`src/rtl/traffic_phase_sequencer_pkg.sv`:
```
// Shared constants and the light-state encoding for the traffic phase sequencer
// and the blocks that decode its phase output.
package traffic_pkg;

  localparam int SEC_W = 8;

  typedef enum logic [2:0] {
    S_RED       = 3'd0,
    S_RED_YEL   = 3'd1,
    S_GREEN     = 3'd2,
    S_YEL       = 3'd3,
    S_NIGHT_ON  = 3'd4,
    S_NIGHT_OFF = 3'd5
  } state_t;

endpackage

```
`src/rtl/traffic_phase_sequencer_tick_gen.sv`:
```
// Clock-enable divider: one-cycle tick every DIV cycles of clk_50MHz while en is high.
module tick_gen #(
  parameter int DIV = 50_000_000
) (
  input  logic clk_50MHz,
  input  logic res,
  input  logic en,
  output logic tick
);

  localparam int CW = (DIV > 1) ? $clog2(DIV) : 1;
  localparam logic [CW-1:0] LAST = CW'(DIV - 1);

  logic [CW-1:0] cnt;

  always_ff @(posedge clk_50MHz) begin
    if (res) begin
      cnt <= '0;
    end else if (en) begin
      cnt <= (cnt == LAST) ? '0 : cnt + CW'(1);
    end
  end

  // Masked during reset so a reset landing on the last count never leaks a tick.
  assign tick = en & ~res & (cnt == LAST);

endmodule

```
`src/rtl/traffic_phase_sequencer.sv`:
```
// Light phase FSM with per-phase timer, pedestrian green shortening and
// blinking-yellow night mode, all advanced by the tick clock-enable.
module traffic_phase_sequencer
  import traffic_pkg::*;
#(
  parameter int CLK_HZ   = 50_000_000,
  parameter int TICK_HZ  = 1,
  parameter int T_RED    = 10,
  parameter int T_RY     = 2,
  parameter int T_GREEN  = 10,
  parameter int T_YELLOW = 3,
  parameter int PED_CUT  = 2
) (
  input  logic             clk_50MHz,
  input  logic             res,
  input  logic             en,
  input  logic             ped_req,
  input  logic             night,
  output logic             red,
  output logic             yellow,
  output logic             green,
  output logic             ped_walk,
  output logic [2:0]       phase,
  output logic [SEC_W-1:0] sec_left,
  output logic             tick
);

  localparam int DIV = CLK_HZ / TICK_HZ;
  localparam logic [SEC_W-1:0] CUT = SEC_W'(PED_CUT);

  state_t           state, state_nxt;
  logic [SEC_W-1:0] sec_nxt;
  logic             ped_pending, ped_nxt;
  logic             entering_clear;

  tick_gen #(.DIV(DIV)) u_tick_gen (
    .clk_50MHz (clk_50MHz),
    .res       (res),
    .en        (en),
    .tick      (tick)
  );

  function automatic logic [SEC_W-1:0] phase_load(input state_t s);
    case (s)
      S_RED:     phase_load = SEC_W'(T_RED - 1);
      S_RED_YEL: phase_load = SEC_W'(T_RY - 1);
      S_GREEN:   phase_load = SEC_W'(T_GREEN - 1);
      S_YEL:     phase_load = SEC_W'(T_YELLOW - 1);
      default:   phase_load = '0;
    endcase
  endfunction

  always_ff @(posedge clk_50MHz) begin
    if (res) begin
      state       <= S_RED;
      sec_left    <= SEC_W'(T_RED - 1);
      ped_pending <= 1'b0;
    end else begin
      state       <= state_nxt;
      sec_left    <= sec_nxt;
      ped_pending <= ped_nxt;
    end
  end

  // Night is only looked at when RED or NIGHT_OFF expires, never mid-cycle.
  always_comb begin
    state_nxt = state;
    sec_nxt   = sec_left;
    if (tick) begin
      if (sec_left == '0) begin
        case (state)
          S_RED:       state_nxt = night ? S_NIGHT_ON : S_RED_YEL;
          S_RED_YEL:   state_nxt = S_GREEN;
          S_GREEN:     state_nxt = S_YEL;
          S_YEL:       state_nxt = S_RED;
          S_NIGHT_ON:  state_nxt = S_NIGHT_OFF;
          S_NIGHT_OFF: state_nxt = night ? S_NIGHT_ON : S_RED;
          default:     state_nxt = S_RED;
        endcase
        sec_nxt = phase_load(state_nxt);
      end else if ((state == S_GREEN) && ped_pending && (sec_left > CUT)) begin
        sec_nxt = CUT;
      end else begin
        sec_nxt = sec_left - SEC_W'(1);
      end
    end
  end

  // Serving the crossing clears the request, even one arriving on that same edge.
  always_comb begin
    entering_clear = (state_nxt != state) &&
                     ((state_nxt == S_RED) || (state_nxt == S_NIGHT_ON));
    ped_nxt = ped_pending;
    if (en && ped_req) begin
      ped_nxt = 1'b1;
    end
    if (entering_clear) begin
      ped_nxt = 1'b0;
    end
  end

  always_comb begin
    red      = 1'b0;
    yellow   = 1'b0;
    green    = 1'b0;
    ped_walk = 1'b0;
    case (state)
      S_RED: begin
        red      = 1'b1;
        ped_walk = 1'b1;
      end
      S_RED_YEL: begin
        red    = 1'b1;
        yellow = 1'b1;
      end
      S_GREEN:    green  = 1'b1;
      S_YEL:      yellow = 1'b1;
      S_NIGHT_ON: yellow = 1'b1;
      default: ;
    endcase
  end

  assign phase = state;

endmodule

```
`config.mk`:
```
export PLATFORM = sky130hd
export DESIGN_NAME = traffic_phase_sequencer
export DESIGN_NICKNAME = d
export VERILOG_FILES = /design/src/rtl/traffic_phase_sequencer_pkg.sv /design/src/rtl/traffic_phase_sequencer_tick_gen.sv /design/src/rtl/traffic_phase_sequencer.sv
export SDC_FILE = /design/constraint.sdc
export NUM_CORES = 1
export LEC_CHECK = 0
export ABC_AREA = 0
export CAP_MARGIN = 5
export CORE_ASPECT_RATIO = 0.9
export CORE_UTILIZATION = 50
export DETAILED_ROUTE_END_ITERATION = 10
export PLACE_DENSITY = 0.81
export RECOVER_POWER = 25
export SYNTH_ARGS = -nofsm -noshare
export SYNTH_HDL_FRONTEND = slang
export SYNTH_SLANG_ARGS = --single-unit
```
`constraint.sdc`:
```
create_clock -name clk_50MHz -period 3.1 [get_ports clk_50MHz]
set_input_delay 0.465 -clock clk_50MHz [delete_from_list [all_inputs] [get_ports clk_50MHz]]
set_output_delay 0.465 -clock clk_50MHz [all_outputs]
set_load 0.05 [all_outputs]
```
======== After elaboration in Yosys (flattened, before gate mapping) ========
Index checks and enable logic that the tools add are counted.
storage, ports and cells
  register bits ........................... 38
  word-level logic and storage cells ...... 49
cells by class
  add/subtract/negate cells ............... 2
  $lt $le $gt $ge ......................... 1
  eq/ne operators ......................... 11
  mux-type cells .......................... 15
  bitwise logic cells ..................... 3
  reduce and logical (&&, ||, !) cells .... 13
operators by type and width
  cell                                                                    number
  26-bit by 1-bit adder with 26-bit output (second input constant)        1
  26-bit equality test (second input constant)                            1
  26-bit two-way mux                                                      1
  3-bit two-way mux                                                       6
  8-bit two-way mux                                                       2
  3-bit case mux with 5 select lines                                      1
  3-bit by 2-bit equality test with 1-bit output (second input constant)  4
  4-bit case mux with 3 select lines                                      1
  3-bit equality test (second input constant)                             3
  3-bit zero test                                                         3
  8-bit by 2-bit > comparator with 1-bit output (second input constant)   1
  8-bit zero test                                                         1
  8-bit by 1-bit subtractor with 8-bit output (second input constant)     1
  3-bit by 1-bit equality test with 1-bit output (second input constant)  2
  2-bit OR reduction                                                      3
  1-bit logical AND                                                       4
  1-bit two-way mux                                                       4
  3-bit inequality test                                                   1
  3-bit OR reduction                                                      1
  1-bit AND                                                               2
  1-bit logical OR                                                        1
  1-bit inverter                                                          1

======== Logic depth before layout (Yosys ltp) ========
Gate-level depths: netlist of run 1.
  word-level depth ........................ 10
  gate-level depth with buffers ........... 7

======== By module ========
A second synthesis of run 1 with hierarchy kept.
second synthesis, totals
  cells, all modules ...................... 249
  area total of the unflattened synthesis .. 2099.5 sq um
modules (own cells, without submodules)
  module                   times used  cells each  area each (sq um)  seq. area each (sq um)
  tick_gen                 1           155         1318.8             520.5
  traffic_phase_sequencer  1           94          780.7              240.2

======== Worst setup path after synthesis of run 1 ========
No wires, ideal clock.
  kind .................................... register -> register
  start point ............................. reg state[1], in the netlist phase[1]
  end point ............................... reg sec_left[0]
  arrival ................................. 3113 ps
  data required time ...................... 2985 ps
  setup slack ............................. -128 ps
  cell stages (with the launch flop) ...... 6
  buffers on the path ..................... 1
  period minus slack after synthesis ...... 3228 ps
  cells stage by stage .................... dfxtp_1 > clkbuf_1 > nor3b_1 > a31oi_1 > a221o_1 > o21a_1
between the ends
  word-level cells in the longest chain between the ends .. 8
  elaborated cells on any way between the ends .. 18
  classes of those cells .................. eq/ne: 7; mux: 6; reduce/logical: 5
ends and longest elaborated chain
  element                                                                            RTL line                       source
  start: declaration                                                                 traffic_phase_sequencer.sv:31  state_t state, state_nxt;
  start signal: assignment                                                           traffic_phase_sequencer.sv:59  state <= state_nxt;
  3-bit equality test (tied with other cells)                                        traffic_phase_sequencer.sv:71  case (state)
  3-bit case mux with 5 select lines                                                 traffic_phase_sequencer.sv:71
  3-bit two-way mux                                                                  traffic_phase_sequencer.sv:70  if (sec_left == '0) begin
  3-bit two-way mux                                                                  traffic_phase_sequencer.sv:69  if (tick) begin
  3-bit by 2-bit equality test with 1-bit output or 3-bit zero test (tied branches)  traffic_phase_sequencer.sv:44  case (s)
  2-bit OR reduction (no source line)                                                -
  4-bit case mux with 3 select lines                                                 traffic_phase_sequencer.sv:44
  8-bit two-way mux (*)                                                              traffic_phase_sequencer.sv:70
  end signal: assignment                                                             traffic_phase_sequencer.sv:56  sec_left <= SEC_W'(T_RED - 1);
  end signal: assignment                                                             traffic_phase_sequencer.sv:60  sec_left <= sec_nxt;
  end: declaration                                                                   traffic_phase_sequencer.sv:24  output logic [SEC_W-1:0] sec_left,
Every way passes the cells marked *; elsewhere a longest branch is shown, timed or not. The select of a mux whose other input is x is not followed.
A chain may end at the register's enable or synchronous reset.

======== Worst setup path in the final report of run 1 ========
  start point ............................. in en
  end point ............................... out tick
between the ends
  word-level cells in the longest chain between the ends .. 2
ends and longest elaborated chain
  element                  RTL line                                source
  start: declaration       traffic_phase_sequencer.sv:16           input logic en,
  1-bit AND (2 in series)  traffic_phase_sequencer_tick_gen.sv:25  assign tick = en & ~res & (cnt == LAST);
  end: declaration         traffic_phase_sequencer.sv:25           output logic tick
No other way between the ends.

==> impl_metrics.yaml, run 1 <==
clocking:
  cts_root_buffer: "clkbuf_8"
  holdBufCountCts: 0
  cts.clk_slew.worst_paths_ns: 0.07
  cts_resized: 0
  cts_sinks: 38
  clockBufferDepth: 2
  postCtsSetupBuffers: 0
  numCtsBuffers: 5
  cts_tree: "built"
  insertion_delay_ns: 0.28
  cts_max_level: 2
timing:
  tns_ns: 0
  max_slew_margin_pct: 46.96
  rsz0062_at_grt: "no"
  hold_viol_final: 0
  timing.fmax_mhz: 398.3
  worstMarginPinSlew_ns: 0.7884
  fin_skew_ns: 0.003448
  fin_crit_ns: 2.511
  finalCritPeriodShare_pct: 80.99
  slew_violations: 0
  setup_viol: 0
synth:
  syn_area_um2: 2043
  ys.flop_type: "dfxtp_1"
  synth_seq_cells: 38
  synthAdderAreaFrac_pct: 2.449
  synth_compound_area_share_pct: 10.29
  avgSynthCellArea_um2: 8.549
  synth.yosys.warnings: 0
  syn-num-nets: 248
  synth_top_area_share_pct: 37.23
  synth_xor_area_share_pct: 10.72
  netlist_instances: 239
  synth_edf_count: 0
  synth_top_family_by_area: "simple AND/OR/NAND/NOR gates"
  ys_async_sr_fraction_pct: 0
  synth_cell_types: 47
  ys_seq_area_share_pct: 37.23
  synth_common_cells: "dfxtp_1, nor2_1, nand2_1"
  synthMuxAreaShare_pct: 1.470
  synthSimpleGateAreaFrac_pct: 34.84
  ys_top_cells_by_area: "dfxtp_1, xor2_1, nor2_1"
  yosys.area.top_type: "dfxtp_1"
critical_path:
  critPathBufInv: 2
  cp_top_family: "buffers and inverters"
  cpPeakStageDelay_ns: 0.75
  r2r_cells: 5
  worstSetupPathType: "input port to output pin"
  r2r_end: "phase[1]"
  worstPathRequired_ns: 2.63
  path_depth: 5
  r2r_start: "sec_left[2]"
  cp_max_fo: 10
  cp.arrival_ns: 2.05
  end_kind: "output pin"
  r2r_slack_ns: 0.62
  critPathLaunchType: "input port"
  crit_chain: "dlygate4sd3_1, nor2b_1, nand3_1, nor2_1, buf_4"
  startpoint: "en"
  crit_end: "tick"
  slowest_stage: "dlygate4sd3_1"
routing:
  routed_wirelength_um: 4190
  ant_nets: 0
  drc: 0
  routedWlPerCell_um: 13.65
  dr.pass1.iters: 4
  vias: 1769
  post_drt_via_cell_ratio: 5.762
  drt-initial-drc-count: 95
floorplan:
  initial_core_util_pct: 53.63
  dieWidth_um: 69.38
  dieArea_um2: 4346
  rows: 21
  core_um2: 3810
  die_h_um: 62.65
  ioPinCount: 21
layout:
  drive_above_1_share_pct: 7.663
  nets: 270
  area_growth_syn_to_layout_pct: 15.31
  n_antenna_cell: 0
worst_hold_path:
  holdCritPathClass: "flip-flop to flip-flop"
global_route:
  grt_pass1_wl_um: 7265
  grt_max_degree: 25
  first_global_vias: 1555
  antenna_found_initial: 0
  grt_usage_pct: 20.41
  grt-ovfl-total: 0
placement:
  port_buffers: 20
  globalplace.congestion: 0.8448
  dp_hpwl_um: 3060
pwr:
  p_leak_nw: 0.8699
  ir_drop_uv: 285.2
  power_mw: 0.8429
  powerDensity_nw_per_um2: 357.8
status:
  status: "finished clean"
run:
  maxCapViolations: 0
cell type report:
type,count,area [um^2]
Clock buffer,7,76.32
Fill cell,341,1454
Inverter,7,26.28
Multi-Input combinational cell,186,1215
Sequential cell,38,760.7
Tap cell,46,57.56
Timing Repair Buffer,23,220.2
through the flow:
| stage | util, % | setup slack [ns] | cell area [um^2] | hold WS [ns] | instances |
|---|---|---|---|---|---|
| CTS | 62.13 | 0.6591 | 2367 | 0.5070 | 307 |
| global route | 61.84 | 0.3302 | 2356 | 0.5330 | 307 |
| detailed placement | 60.13 | 0.5293 | 2291 | 0.4941 | 300 |
| finish | 61.84 | 0.5893 | 2356 | 0.5106 | 307 |
| floorplan | - | 0.4693 | 2048 | 0.4542 | 239 |
| global placement | 60.13 | 0.6460 | 2291 | 0.4860 | 300 |
cell usage in the layout, fill, tap and decap left out, types with 5 or more instances in the layout:
cell type        instances
dfxtp_1                 38
xor2_1                  17
nor2_1                  38
nor3_1                  10
dlygate4sd3_1            9
inv_1                    7
and3_1                   8
nand4_1                  8
xnor2_1                  8
nand2_1                 21
a21oi_1                  7
nand3_1                 14
clkbuf_8                 5
o21ai_0                  6
clkdlybuf4s50_1         10
cells by family after synthesis:
kind of cell	after synthesis
buf+inv	15
compound gates	30
mux	3
simple gates	124
flops	38
fa+ha+maj	4
xor+xnor	25
power breakdown:
part	internal, mW	leakage (nW)	switching, mW
Sequential	0.491	0.307	0.00404
Combinational	0.0123	0.525	0.0182
Clock	0.155	0.0383	0.162
Total	0.659	0.870	0.184
worst reg2reg max path, stage by stage (launching register included):
cell	delay, ns
dfxtp_1	0.38
nor4_1	0.72
nand3_1	0.26
nor3_1	0.59
o21ai_1	0.15
a32o_1	0.28
how the worst min path moves through the flow:
stage	startpoint	cells past startpoint	end	slack (ns)
2_1_floorplan	u_tick_gen.cnt[25]	2	u_tick_gen.cnt[25]	0.45
3_3_place_gp	u_tick_gen.cnt[25]	2	u_tick_gen.cnt[25]	0.49
3_5_place_dp	u_tick_gen.cnt[17]	2	u_tick_gen.cnt[17]	0.49
4_1_cts	u_tick_gen.cnt[1]	2	u_tick_gen.cnt[1]	0.51
5_1_grt	u_tick_gen.cnt[1]	2	u_tick_gen.cnt[1]	0.53
6_report	u_tick_gen.cnt[1]	2	u_tick_gen.cnt[1]	0.51
flip-flops by register name (all words and copies together), names as in the netlist:
signal	flops
u_tick_gen.cnt	26
ped_pending	1
sec_left	8
phase	3
layer usage:
metal | vias up | track usage [%] | share of wire [%]
met4 | 0 | 7.143 | 1.1
met2 | 43 | 28.64 | 43
met1 | 818 | 30.38 | 52
met3 | 6 | 4.516 | 4.1
li1 | 902 | - | -
met5 | - | 0 | 0
(Power assumes the default switching activity.)
==> inputs of run 2 (changes only) <==
--- a/config.mk
+++ b/config.mk
@@ -10,7 +10,7 @@
 export CORE_ASPECT_RATIO = 0.9
 export CORE_UTILIZATION = 50
 export DETAILED_ROUTE_END_ITERATION = 10
-export PLACE_DENSITY = 0.81
+export PLACE_DENSITY = 0.83
 export RECOVER_POWER = 25
 export SYNTH_ARGS = -nofsm -noshare
 export SYNTH_HDL_FRONTEND = slang
==> constraint.sdc (replaced) <==
create_clock -name clk_50MHz -period 2.1 [get_ports clk_50MHz]
set_input_delay 0.315 -clock clk_50MHz [delete_from_list [all_inputs] [get_ports clk_50MHz]]
set_output_delay 0.315 -clock clk_50MHz [all_outputs]
set_load 0.05 [all_outputs]
==> run 2 against run 1 <==
Against the previous run:
- first-iteration DRC count shrank 12%
- routed wire length grew 7.3%
- register-to-register slack lost 0.44 ns
- hold slack gained 0.0020 ns
- combinational power grew 67%
==> impl_metrics.yaml, run 2 (synthesis results as in run 1) <==
placement:
  port_buffers: 20
  dp_hpwl_um: 3315
  post-place-ws_ns: -0.02947
  globalplace.congestion: 0.8442
timing:
  hold_viol_final: 0
  fin_crit_ns: 1.986
  max_slew_margin_pct: 60.62
  setup_slack_ns: 0.1137
  tns_ns: 0
  fin_skew_ns: 0.004357
  finalCritPeriodShare_pct: 94.58
  rsz0062_at_grt: "no"
  setup_viol: 0
  slew_violations: 0
  timing.fmax_mhz: 503.5
  worstMarginPinSlew_ns: 0.5933
clocking:
  holdBufCountCts: 0
  insertion_delay_ns: 0.29
  cts_sinks: 38
  numCtsBuffers: 5
  cts.clk_slew.worst_paths_ns: 0.07
  cts_tree: "built"
  clockBufferDepth: 2
  cts_root_buffer: "clkbuf_8"
  cts_max_level: 2
worst_hold_path:
  hold_path.startpoint: "u_tick_gen.cnt[1]"
  min_to: "u_tick_gen.cnt[1]"
  holdCritPathClass: "flip-flop to flip-flop"
  whs_path_depth: 2
critical_path:
  cp.arrival_ns: 1.67
  r2r_slack_ns: 0.18
  critPathLaunchType: "input port"
  end_kind: "output pin"
  r2r_start: "u_tick_gen.cnt[0]"
  r2r_end: "sec_left[2]"
  cp_max_fo: 4
  worstPathRequired_ns: 1.78
  r2r_cells: 6
  cpPeakStageDelay_ns: 0.53
  slowest_stage: "clkdlybuf4s50_1"
  crit_chain: "clkdlybuf4s50_1, nor2b_1, buf_4, nand3_1, nor2_2, buf_12"
  worstSetupPathType: "input port to output pin"
layout:
  final_cell_mix: "nor2_1, dfxtp_1, nand2_1"
  largest_register: "u_tick_gen.cnt"
  area_growth_syn_to_layout_pct: 22.54
  n_antenna_cell: 0
  seq_area_um2: 762.0
  multiInputGateArea_um2: 1242
  drive_above_1_share_pct: 15.47
  nets: 287
  largest_register_ffs: 26
  fill_cells: 312
routing:
  ant_nets: 0
  routedWlPerCell_um: 13.88
  post_drt_via_cell_ratio: 5.673
  vias: 1838
  drt-initial-drc-count: 84
  routed_wirelength_um: 4496
  drc: 0
  dr.pass1.iters: 5
pwr:
  p_comb_share_pct: 4.1
  powerDensity_nw_per_um2: 499.0
  clockPowerShare_pct: 37.4
  p_leak_nw: 0.9401
  seq_power_share_pct: 58.6
  switching_power_mw: 0.2723
  p_int_mw: 0.9769
  ir_drop_uv: 359.4
  p_sw_share_pct: 21.80
floorplan:
  dieArea_um2: 4346
  initial_core_util_pct: 53.63
  dieWidth_um: 69.38
  die_h_um: 62.65
  core_um2: 3810
  ioPinCount: 21
  rows: 21
global_route:
  grt-ovfl-total: 0
  grt_usage_pct: 22.50
  grt_max_degree: 25
  antenna_found_initial: 0
  first_global_vias: 1719
  grt_pass1_wl_um: 7852
run:
  maxCapViolations: 0
status:
  status: "finished clean"
[run 2: cell count changes in the layout (fill, tap and decap cells not counted), moves of 2 or more]
cell	previous run	this run
buf_4	4	18
dlygate4sd3_1	9	1
clkbuf_1	2	7
clkdlybuf4s50_1	10	13
buf_12	0	2
nor3_1	10	8
nor3_2	1	3
[run 2: power groups by stage]
stage	registers [mW]	logic, mW	clock network (mW)
6_report	0.732	0.0508	0.467
5_1_grt	0.732	0.0569	0.507
4_1_cts	0.731	0.0514	0.477
3_5_place_dp	0.748	0.0512	0
3_3_place_gp	0.748	0.0505	0
2_1_floorplan	0.746	0.0280	0
[run 2: metal layers]
| layer | up-vias | part of all wire [%] | wire length, um | GRT usage [%] |
|---|---|---|---|---|
| met5 | - | 0 | 0 | 0 |
| met4 | 0 | 0.89 | 40 | 6.888 |
| met3 | 6 | 3.9 | 177 | 5.806 |
| met2 | 40 | 45 | 2013 | 35.68 |
| met1 | 862 | 50 | 2265 | 29.98 |
| li1 | 930 | - | - | - |
[run 2: timing repair]
item                       CTS  global route
buffers inserted             0             0
setup endpoints to repair    0             3
gates resized for setup      0             3
[run 2: worst max path at each step]
stage,start,endpoint,slack [ns],depth (start not counted)
after floorplan,phase[0],sec_left[0],-0.06,5
after global placement,en,phase[2],0.03,6
after detailed placement,en,phase[2],-0.03,6
after CTS,u_tick_gen.cnt[14],tick,0.02,5
after global routing,en,tick,0.03,6
final,en,tick,0.11,6
[run 2: per-stage QoR]
stage / area, um^2 / instances / total power, mW / util, % / hold slack (ns)
after global routing: 2504 / 324 / 1.296 / 65.71 / 0.5435
after CTS: 2524 / 324 / 1.260 / 66.24 / 0.5115
after floorplan: 2066 / 239 / 0.7741 / - / 0.4542
final: 2504 / 324 / 1.249 / 65.71 / 0.5126
after detailed placement: 2447 / 317 / 0.7992 / 64.24 / 0.4986
after global placement: 2447 / 317 / 0.7980 / 64.24 / 0.4872
[run 2: final cells by class]
class                           instances  area share (%)
Multi-Input combinational cell        186           49.63
Inverter                                7           1.049
Clock buffer                            7           3.048
Sequential cell                        38           30.43
Timing Repair Buffer                   40           13.54
Tap cell                               46           2.299
[run 2: worst max-delay path: cells and delay by family]
family        cells  cell delay (ns)
buf+inv           3             0.85
simple gates      3             0.51
